**src/rtl/dsp_pkg.sv**
```systemverilog
// Shared FSM state encoding and DSP mode constants for the MAC sequencer.
package dsp_pkg;

  typedef enum logic [2:0] {
    ST_IDLE   = 3'd0,
    ST_LOAD   = 3'd1,
    ST_ISSUE  = 3'd2,
    ST_DRAIN  = 3'd3,
    ST_OUTPUT = 3'd4
  } state_e;

  localparam logic [1:0] MODE_HALF    = 2'b00;
  localparam logic [1:0] MODE_MIXED   = 2'b01;
  localparam logic [1:0] MODE_FULL    = 2'b10;
  localparam logic [1:0] MODE_ILLEGAL = 2'b11;

endpackage

```
**src/rtl/dsp_op_buffer.sv**
```systemverilog
// Operand-pair buffer: synchronous write, registered read that always presents
// the element at the read pointer, so a read strobe yields the next pair with
// no bubble. clr_i discards the contents and zeroes the read port.
module dsp_op_buffer
  import dsp_pkg::*;
#(
  parameter int unsigned WIDTH    = 16,
  parameter int unsigned LEN_BITS = 4
) (
  input  logic             clk,
  input  logic             rst,
  input  logic             clr_i,
  input  logic             wr_en_i,
  input  logic [WIDTH-1:0] wr_a_i,
  input  logic [WIDTH-1:0] wr_b_i,
  input  logic             rd_en_i,
  output logic [WIDTH-1:0] rd_a_o,
  output logic [WIDTH-1:0] rd_b_o
);

  localparam int unsigned DEPTH  = 1 << LEN_BITS;
  localparam int unsigned WORD_W = 2 * WIDTH;

  logic [WORD_W-1:0]   mem_q [DEPTH];
  logic [WORD_W-1:0]   rd_data_q;
  logic [WORD_W-1:0]   wr_word;
  logic [LEN_BITS-1:0] wr_ptr_q;
  logic [LEN_BITS-1:0] rd_ptr_q;
  logic [LEN_BITS-1:0] rd_nxt;

  assign wr_word = {wr_a_i, wr_b_i};
  assign rd_nxt  = LEN_BITS'(rd_ptr_q + 1'b1);
  assign rd_a_o  = rd_data_q[WORD_W-1:WIDTH];
  assign rd_b_o  = rd_data_q[WIDTH-1:0];

  // Storage array write port.
  always_ff @(posedge clk) begin
    if (wr_en_i) begin
      mem_q[wr_ptr_q] <= wr_word;
    end
  end

  // Pointers and pre-fetched read register, bypassing a same-cycle write.
  always_ff @(posedge clk) begin
    if (rst || clr_i) begin
      wr_ptr_q  <= '0;
      rd_ptr_q  <= '0;
      rd_data_q <= '0;
    end else begin
      if (wr_en_i) begin
        wr_ptr_q <= LEN_BITS'(wr_ptr_q + 1'b1);
      end
      if (rd_en_i) begin
        rd_ptr_q  <= rd_nxt;
        rd_data_q <= (wr_en_i && (wr_ptr_q == rd_nxt)) ? wr_word : mem_q[rd_nxt];
      end else if (wr_en_i && (wr_ptr_q == rd_ptr_q)) begin
        rd_data_q <= wr_word;
      end
    end
  end

endmodule

```
**src/rtl/dsp_mac_sequencer.sv**
```systemverilog
// Sequences one MAC job at a time: latch a command, buffer its operand pairs,
// stream them back-to-back into the DSP, wait out the DSP latency, and hand
// the captured result to the consumer.
module dsp_mac_sequencer
  import dsp_pkg::*;
#(
  parameter int unsigned WIDTH         = 16,
  parameter int unsigned SHIFT_BITS    = 2,
  parameter int unsigned PIPELINE_BITS = 3,
  parameter int unsigned LEN_BITS      = 4
) (
  input  logic                     clk,
  input  logic                     rst,
  input  logic                     cmd_valid,
  output logic                     cmd_ready,
  input  logic [LEN_BITS-1:0]      cmd_len,
  input  logic [1:0]               cmd_mode,
  input  logic [SHIFT_BITS-1:0]    cmd_shift_amount,
  input  logic                     cmd_shift_dir,
  input  logic [PIPELINE_BITS-1:0] cmd_pipe_stages,
  input  logic [2*WIDTH-1:0]       cmd_cc,
  input  logic                     op_valid,
  output logic                     op_ready,
  input  logic [WIDTH-1:0]         op_a,
  input  logic [WIDTH-1:0]         op_b,
  output logic                     dsp_start,
  output logic                     dsp_mac,
  output logic                     dsp_shift_dir,
  output logic [1:0]               dsp_mode,
  output logic [WIDTH-1:0]         dsp_aa,
  output logic [WIDTH-1:0]         dsp_bb,
  output logic [2*WIDTH-1:0]       dsp_cc,
  output logic [SHIFT_BITS-1:0]    dsp_shift_amount,
  output logic [PIPELINE_BITS-1:0] dsp_pipe_stages,
  input  logic [2*WIDTH-1:0]       dsp_out,
  output logic                     res_valid,
  input  logic                     res_ready,
  output logic [2*WIDTH-1:0]       res_data,
  output logic                     res_err
);

  localparam int unsigned ACC_W = 2 * WIDTH;
  localparam logic [PIPELINE_BITS-1:0] PIPE_MAX = PIPELINE_BITS'(PIPELINE_BITS);

  state_e                   state_q;
  logic                     cmd_ready_q;
  logic                     op_ready_q;
  logic                     start_q;
  logic [LEN_BITS-1:0]      len_q;
  logic [LEN_BITS-1:0]      cnt_q;
  logic [1:0]               mode_q;
  logic [SHIFT_BITS-1:0]    shamt_q;
  logic                     sdir_q;
  logic [PIPELINE_BITS-1:0] pipe_q;
  logic [PIPELINE_BITS-1:0] drain_q;
  logic [ACC_W-1:0]         cc_q;
  logic                     res_valid_q;
  logic [ACC_W-1:0]         res_data_q;
  logic                     res_err_q;

  logic last_cnt;
  logic wr_en;
  logic rd_en;
  logic buf_clr;

  assign last_cnt = (cnt_q == len_q);
  assign wr_en    = op_ready_q & op_valid;
  assign rd_en    = (state_q == ST_ISSUE) & ~last_cnt;
  // Drop buffer contents once the last pair is issued or an error job retires.
  assign buf_clr  = ((state_q == ST_ISSUE) & last_cnt) | ((state_q == ST_OUTPUT) & res_ready);

  assign cmd_ready        = cmd_ready_q;
  assign op_ready         = op_ready_q;
  assign dsp_start        = start_q;
  assign dsp_mac          = start_q;
  assign dsp_mode         = mode_q;
  assign dsp_cc           = cc_q;
  assign dsp_shift_amount = shamt_q;
  assign dsp_shift_dir    = sdir_q;
  assign dsp_pipe_stages  = pipe_q;
  assign res_valid        = res_valid_q;
  assign res_data         = res_data_q;
  assign res_err          = res_err_q;

  dsp_op_buffer #(
    .WIDTH    (WIDTH),
    .LEN_BITS (LEN_BITS)
  ) u_op_buffer (
    .clk     (clk),
    .rst     (rst),
    .clr_i   (buf_clr),
    .wr_en_i (wr_en),
    .wr_a_i  (op_a),
    .wr_b_i  (op_b),
    .rd_en_i (rd_en),
    .rd_a_o  (dsp_aa),
    .rd_b_o  (dsp_bb)
  );

  // Job FSM with all control and result outputs registered.
  always_ff @(posedge clk) begin
    if (rst) begin
      state_q     <= ST_IDLE;
      cmd_ready_q <= 1'b1;
      op_ready_q  <= 1'b0;
      start_q     <= 1'b0;
      len_q       <= '0;
      cnt_q       <= '0;
      mode_q      <= '0;
      shamt_q     <= '0;
      sdir_q      <= 1'b0;
      pipe_q      <= '0;
      drain_q     <= '0;
      cc_q        <= '0;
      res_valid_q <= 1'b0;
      res_data_q  <= '0;
      res_err_q   <= 1'b0;
    end else begin
      case (state_q)
        ST_IDLE: begin
          if (cmd_valid) begin
            len_q       <= cmd_len;
            mode_q      <= cmd_mode;
            shamt_q     <= cmd_shift_amount;
            sdir_q      <= cmd_shift_dir;
            cc_q        <= cmd_cc;
            pipe_q      <= (cmd_pipe_stages > PIPE_MAX) ? PIPE_MAX : cmd_pipe_stages;
            cnt_q       <= '0;
            cmd_ready_q <= 1'b0;
            op_ready_q  <= 1'b1;
            state_q     <= ST_LOAD;
          end
        end
        ST_LOAD: begin
          if (wr_en) begin
            if (last_cnt) begin
              op_ready_q <= 1'b0;
              cnt_q      <= '0;
              if (mode_q == MODE_ILLEGAL) begin
                res_valid_q <= 1'b1;
                res_err_q   <= 1'b1;
                res_data_q  <= '0;
                state_q     <= ST_OUTPUT;
              end else begin
                start_q <= 1'b1;
                state_q <= ST_ISSUE;
              end
            end else begin
              cnt_q <= LEN_BITS'(cnt_q + 1'b1);
            end
          end
        end
        ST_ISSUE: begin
          if (last_cnt) begin
            start_q <= 1'b0;
            cnt_q   <= '0;
            if (pipe_q == '0) begin
              res_data_q  <= dsp_out;
              res_valid_q <= 1'b1;
              state_q     <= ST_OUTPUT;
            end else begin
              drain_q <= PIPELINE_BITS'(pipe_q - 1'b1);
              state_q <= ST_DRAIN;
            end
          end else begin
            cnt_q <= LEN_BITS'(cnt_q + 1'b1);
          end
        end
        ST_DRAIN: begin
          if (drain_q == '0) begin
            res_data_q  <= dsp_out;
            res_valid_q <= 1'b1;
            state_q     <= ST_OUTPUT;
          end else begin
            drain_q <= PIPELINE_BITS'(drain_q - 1'b1);
          end
        end
        ST_OUTPUT: begin
          if (res_ready) begin
            res_valid_q <= 1'b0;
            res_err_q   <= 1'b0;
            res_data_q  <= '0;
            cmd_ready_q <= 1'b1;
            mode_q      <= '0;
            shamt_q     <= '0;
            sdir_q      <= 1'b0;
            pipe_q      <= '0;
            cc_q        <= '0;
            state_q     <= ST_IDLE;
          end
        end
        default: begin
          state_q <= ST_IDLE;
        end
      endcase
    end
  end

endmodule

```
**config.mk**
```make
export PLATFORM = sky130hd
export DESIGN_NAME = dsp_mac_sequencer
export DESIGN_NICKNAME = d
export VERILOG_FILES = /design/src/rtl/dsp_pkg.sv /design/src/rtl/dsp_op_buffer.sv /design/src/rtl/dsp_mac_sequencer.sv
export SDC_FILE = /design/constraint.sdc
export NUM_CORES = 1
export LEC_CHECK = 0
export ABC_AREA = 1
export CAP_MARGIN = 20
export CORE_UTILIZATION = 50
export DETAILED_ROUTE_END_ITERATION = 8
export DONT_BUFFER_PORTS = 1
export GPL_TIMING_DRIVEN = 0
export PLACE_DENSITY = 0.71
export SETUP_SLACK_MARGIN = 0.15
export SLEW_MARGIN = 20
export SYNTH_ARGS = -nofsm -noshare
export SYNTH_HDL_FRONTEND = slang
export SYNTH_SLANG_ARGS = --single-unit
```
**constraint.sdc**
```tcl
create_clock -name clk -period 3.51 [get_ports clk]
set_clock_uncertainty 0.05 [all_clocks]
set_input_delay 0.5265 -clock clk [delete_from_list [all_inputs] [get_ports clk]]
set_output_delay 0.5265 -clock clk [all_outputs]
set_load 0.02 [all_outputs]
```
==> impl_results.md <==
- Crit path largest cell delay: 650 ps
- CP max-delay cell: clkbuf_1
- Number of global-route vias before repair: 18829
- Vias per cell: 5.69
- Post-synthesis mux area share: 0%
- Pint: 14300 uW
- Max_slew headroom: 44.8%
- Crit-path max FO: 10
- DRT iter0 DRCs: 2287
- Fillers: 4139
- Worst setup margin: 734 ps
- Largest net degree at the start of global routing: 23
- Fin. Hold Viols: 0
- Cell Area, Synth: 26300 sq um
- Peak Freq: 0.360 GHz
- Post-Place Cell Area: 27800 sq um
- Vias after detailed routing: 19589
- XOR/XNOR Fraction of Synth Area: 0.228%
- Fin crit share: 79.1%
- Slew of the pin with the lowest slew margin: 826 ps
- Register area share after synthesis: 68.3%
- CTS Sinks: 643
- Rows: 83
- Cell count after synthesis: 2541
- YS warnings: 0
- Top cell type's share of synthesized area: 58.4%
- Power per cell area: 738 nW/um^2
- Final Net Count: 2824
- WP data required: 3980 ps
- Outcome: finished, final reports clean
- Core ar.: 51700 sq um
- Chip width: 232 um
- Avg Synthesized Cell Area: 10.4 sq um
- Initial antenna violation count: 4
- Hold-fix buffers at CTS: 78
- CTS resizes: 0
- Starting Density: 50.9%
- DRC: 0
- Min Tclk post-route: 2780 ps
- Endpoints failing setup: 0
- Pre-CTS setup slack: 861 ps
- Overflow after GRT: 0
- Max VDD drop: 0.434 mV
- Synth unique cells: 34
- Area Overhead vs Synth: 16.2%
- DIE AREA: 53600 sq um
- Main combinational cell family by area after synthesis: simple AND/OR/NAND/NOR gates
- Area fraction in compound gates after synthesis: 3.47%
- Htree depth: 2
- Most Frequent Cell on Critical Path: nand2_1
- Height of the die: 232 um
- GRT Util Overall: 27.4%
- Reg2reg path depth: 13
- Post-CTS Setup Inserts: 0
- Hold Crit Class: input port to flip-flop
- Final Core Density: 59.2%
- WS Path Type: flip-flop to flip-flop
- Adder-Cell Fraction of Synth Area: 0.333%
- Clock tree buffer depth: 3
- Critical Path, Cell by Cell: ha_1 > inv_2 > buf_2 > clkbuf_1 > nand3_1 > nand3_1 > nand2_1 > nand2_1 > nand2_1 > nand2_1 > nand3_1 > nand2_1 > inv_1
- Net Sw Power: 8320 uW
- Clock Power Share: 28.7%
- First-pass GRT wire length: 111000 um
- Max Cap Viol: 0
- Static Leak: 0.0118 uW
- Gp weighted congestion: 0.854
- Design area: 30600 sq um
- Worst skew pair latency: 640 ps
- IO Count: 223
- Post-Route WL: 74800 um
- Root buffer cell: clkbuf_16
- Crit end category: flip-flop
- Antenna Nets Post-Route: 0
- CTS tree: done
- Crit path DAT: 3240 ps
- Synthesized flop and latch total: 643
- Hpwl dp: 49100 um
- Clk slew on worst S/H paths: 60 ps
- 1st-pass router iterations: 6
- Ranking of synthesized cells by area: edfxtp_1 58%, nand2_1 13%, dfxtp_1 10%
- WL/cell: 21.7 um
- Share of power burned in combinational logic: 29.7%
- Share of layout cells above drive strength 1: 10.3%
- Hold WS: 24.0 ps
- Sequential share of power: 41.6%
- RSZ-0062 raised after global routing: false
- Worst setup SP type: flip-flop
- Sw Ratio: 36.9%
- Hold depth: 2
- Simple-gate area share of the yosys netlist: 23.1%
- Area leader, netlist: edfxtp_1
- Post-synthesis net count: 2661
- Port bufs: 0
- Slew Viols, Final: 0
- CTS buffer count: 61
-- cells by family after synthesis --
family                     count (synthesis)
buffers and inverters                    269
and+or+nand+nor                         1440
AOI/OAI and AO/OA                        176
DFF                                      643
xor gates and xnor gates                   6
adders and majority gates                  7
-- stage by stage --
stage,instances,total power (uW),TNS (ps)
after floorplan,2541,13800,0
after global placement,3221,15700,-310350
after detailed placement,3243,15900,0
after CTS,3436,22500,0
after global routing,3438,23600,0
final,3441,22600,0
-- cell usage after synthesis --
cell and instances:
buf_2 84, o31ai_1 9, clkinv_1 1, nand4_1 2
xor2_2 1, inv_2 19, o21a_1 1, xor2_1 4
edfxtp_1 512, buf_1 4, nor2_4 1, clkbuf_1 39
nand2_2 4, nand3_4 1, nor3_2 18, ha_1 7
nor2_1 93, xnor2_1 1, a211oi_1 1, nand3_1 404
o21ai_0 41, a31oi_1 1, buf_6 1, a21oi_2 1
nor2_2 4, inv_1 102, nand3_2 1, o21ai_1 11
nor3_1 3, dfxtp_1 131, buf_4 19, nand2_4 1
a21oi_1 111, nand2_1 908
-- power by group through the flow --
stage	logic [uW]	clock network [uW]	registers [uW]
finish	6700	6470	9400
detailed placement	6360	0	9560
global route	7350	6790	9440
CTS	6570	6520	9400
global placement	6120	0	9550
floorplan	4400	0	9420
-- final timing paths --
check | startpoint | end | slack, ps
worst min-delay path | dsp_out[10] | res_data[10] | 20
worst max register to register | u_op_buffer.rd_ptr_q[1] | u_op_buffer.rd_data_q[18] | 730
worst min register to register | len_q[1] | len_q[1] | 440
worst max-delay path | u_op_buffer.rd_ptr_q[1] | u_op_buffer.rd_data_q[18] | 730
-- sequential cells by signal (all words and copies together), names as in the netlist, 2 cells and up --
signal                 flops
dsp_shift_amount           2
res_data                  32
dsp_cc                    32
dsp_pipe_stages            3
u_op_buffer.wr_ptr_q       4
state_q                    3
u_op_buffer.rd_ptr_q       4
drain_q                    3
len_q                      4
cnt_q                      4
u_op_buffer.rd_data_q     32
u_op_buffer.mem_q        512
dsp_mode                   2
-- cell type report --
type                            instances  area [sq um]  share of cell area, %
Antenna cell                            5          12.5                 0.0409
Buffer                                147           736                   2.40
Clock buffer                           88          1760                   5.76
Clock inverter                         27           205                  0.671
Inverter                              122           458                   1.50
Multi-Input combinational cell       1629          7270                   23.8
Sequential cell                       643         18000                   58.8
Tap cell                              680           851                   2.78
Timing Repair Buffer                  100          1310                   4.28
-- critical path: cells and delay by family, from the launching register on --
| kind | cells | cell delay (ps) |
|---|---|---|
| adder cells (fa/ha/maj) | 1 | 320 |
| buffers and inverters | 4 | 1140 |
| flip-flops | 1 | 440 |
| AND/OR/NAND/NOR | 8 | 680 |
-- per-layer routing --
layer	global-route usage (%)	vias up	wire, um
met4	10.5	2	2320
met3	5.22	159	8110
li1	-	8938	-
met1	35.9	9317	28400
met5	0	-	4
met2	45.3	1173	35900
-- placed cells by master, fill, tap and decap left out, types with 11 or more instances in the layout --
cell type | synthesis | layout
nor3_2 | 18 | 18
clkbuf_16 | 0 | 63
o21ai_0 | 41 | 41
nand3_1 | 404 | 404
buf_4 | 19 | 19
nor2_4 | 1 | 17
inv_1 | 102 | 102
a21oi_1 | 111 | 111
clkbuf_1 | 39 | 54
nor2_1 | 93 | 77
clkinv_2 | 0 | 11
edfxtp_1 | 512 | 512
dfxtp_1 | 131 | 131
inv_2 | 19 | 19
o21ai_1 | 11 | 11
dlygate4sd3_1 | 0 | 78
buf_16 | 0 | 15
nand2_1 | 908 | 908
buf_2 | 84 | 84
No activity file was read; power rests on OpenSTA's default activity.
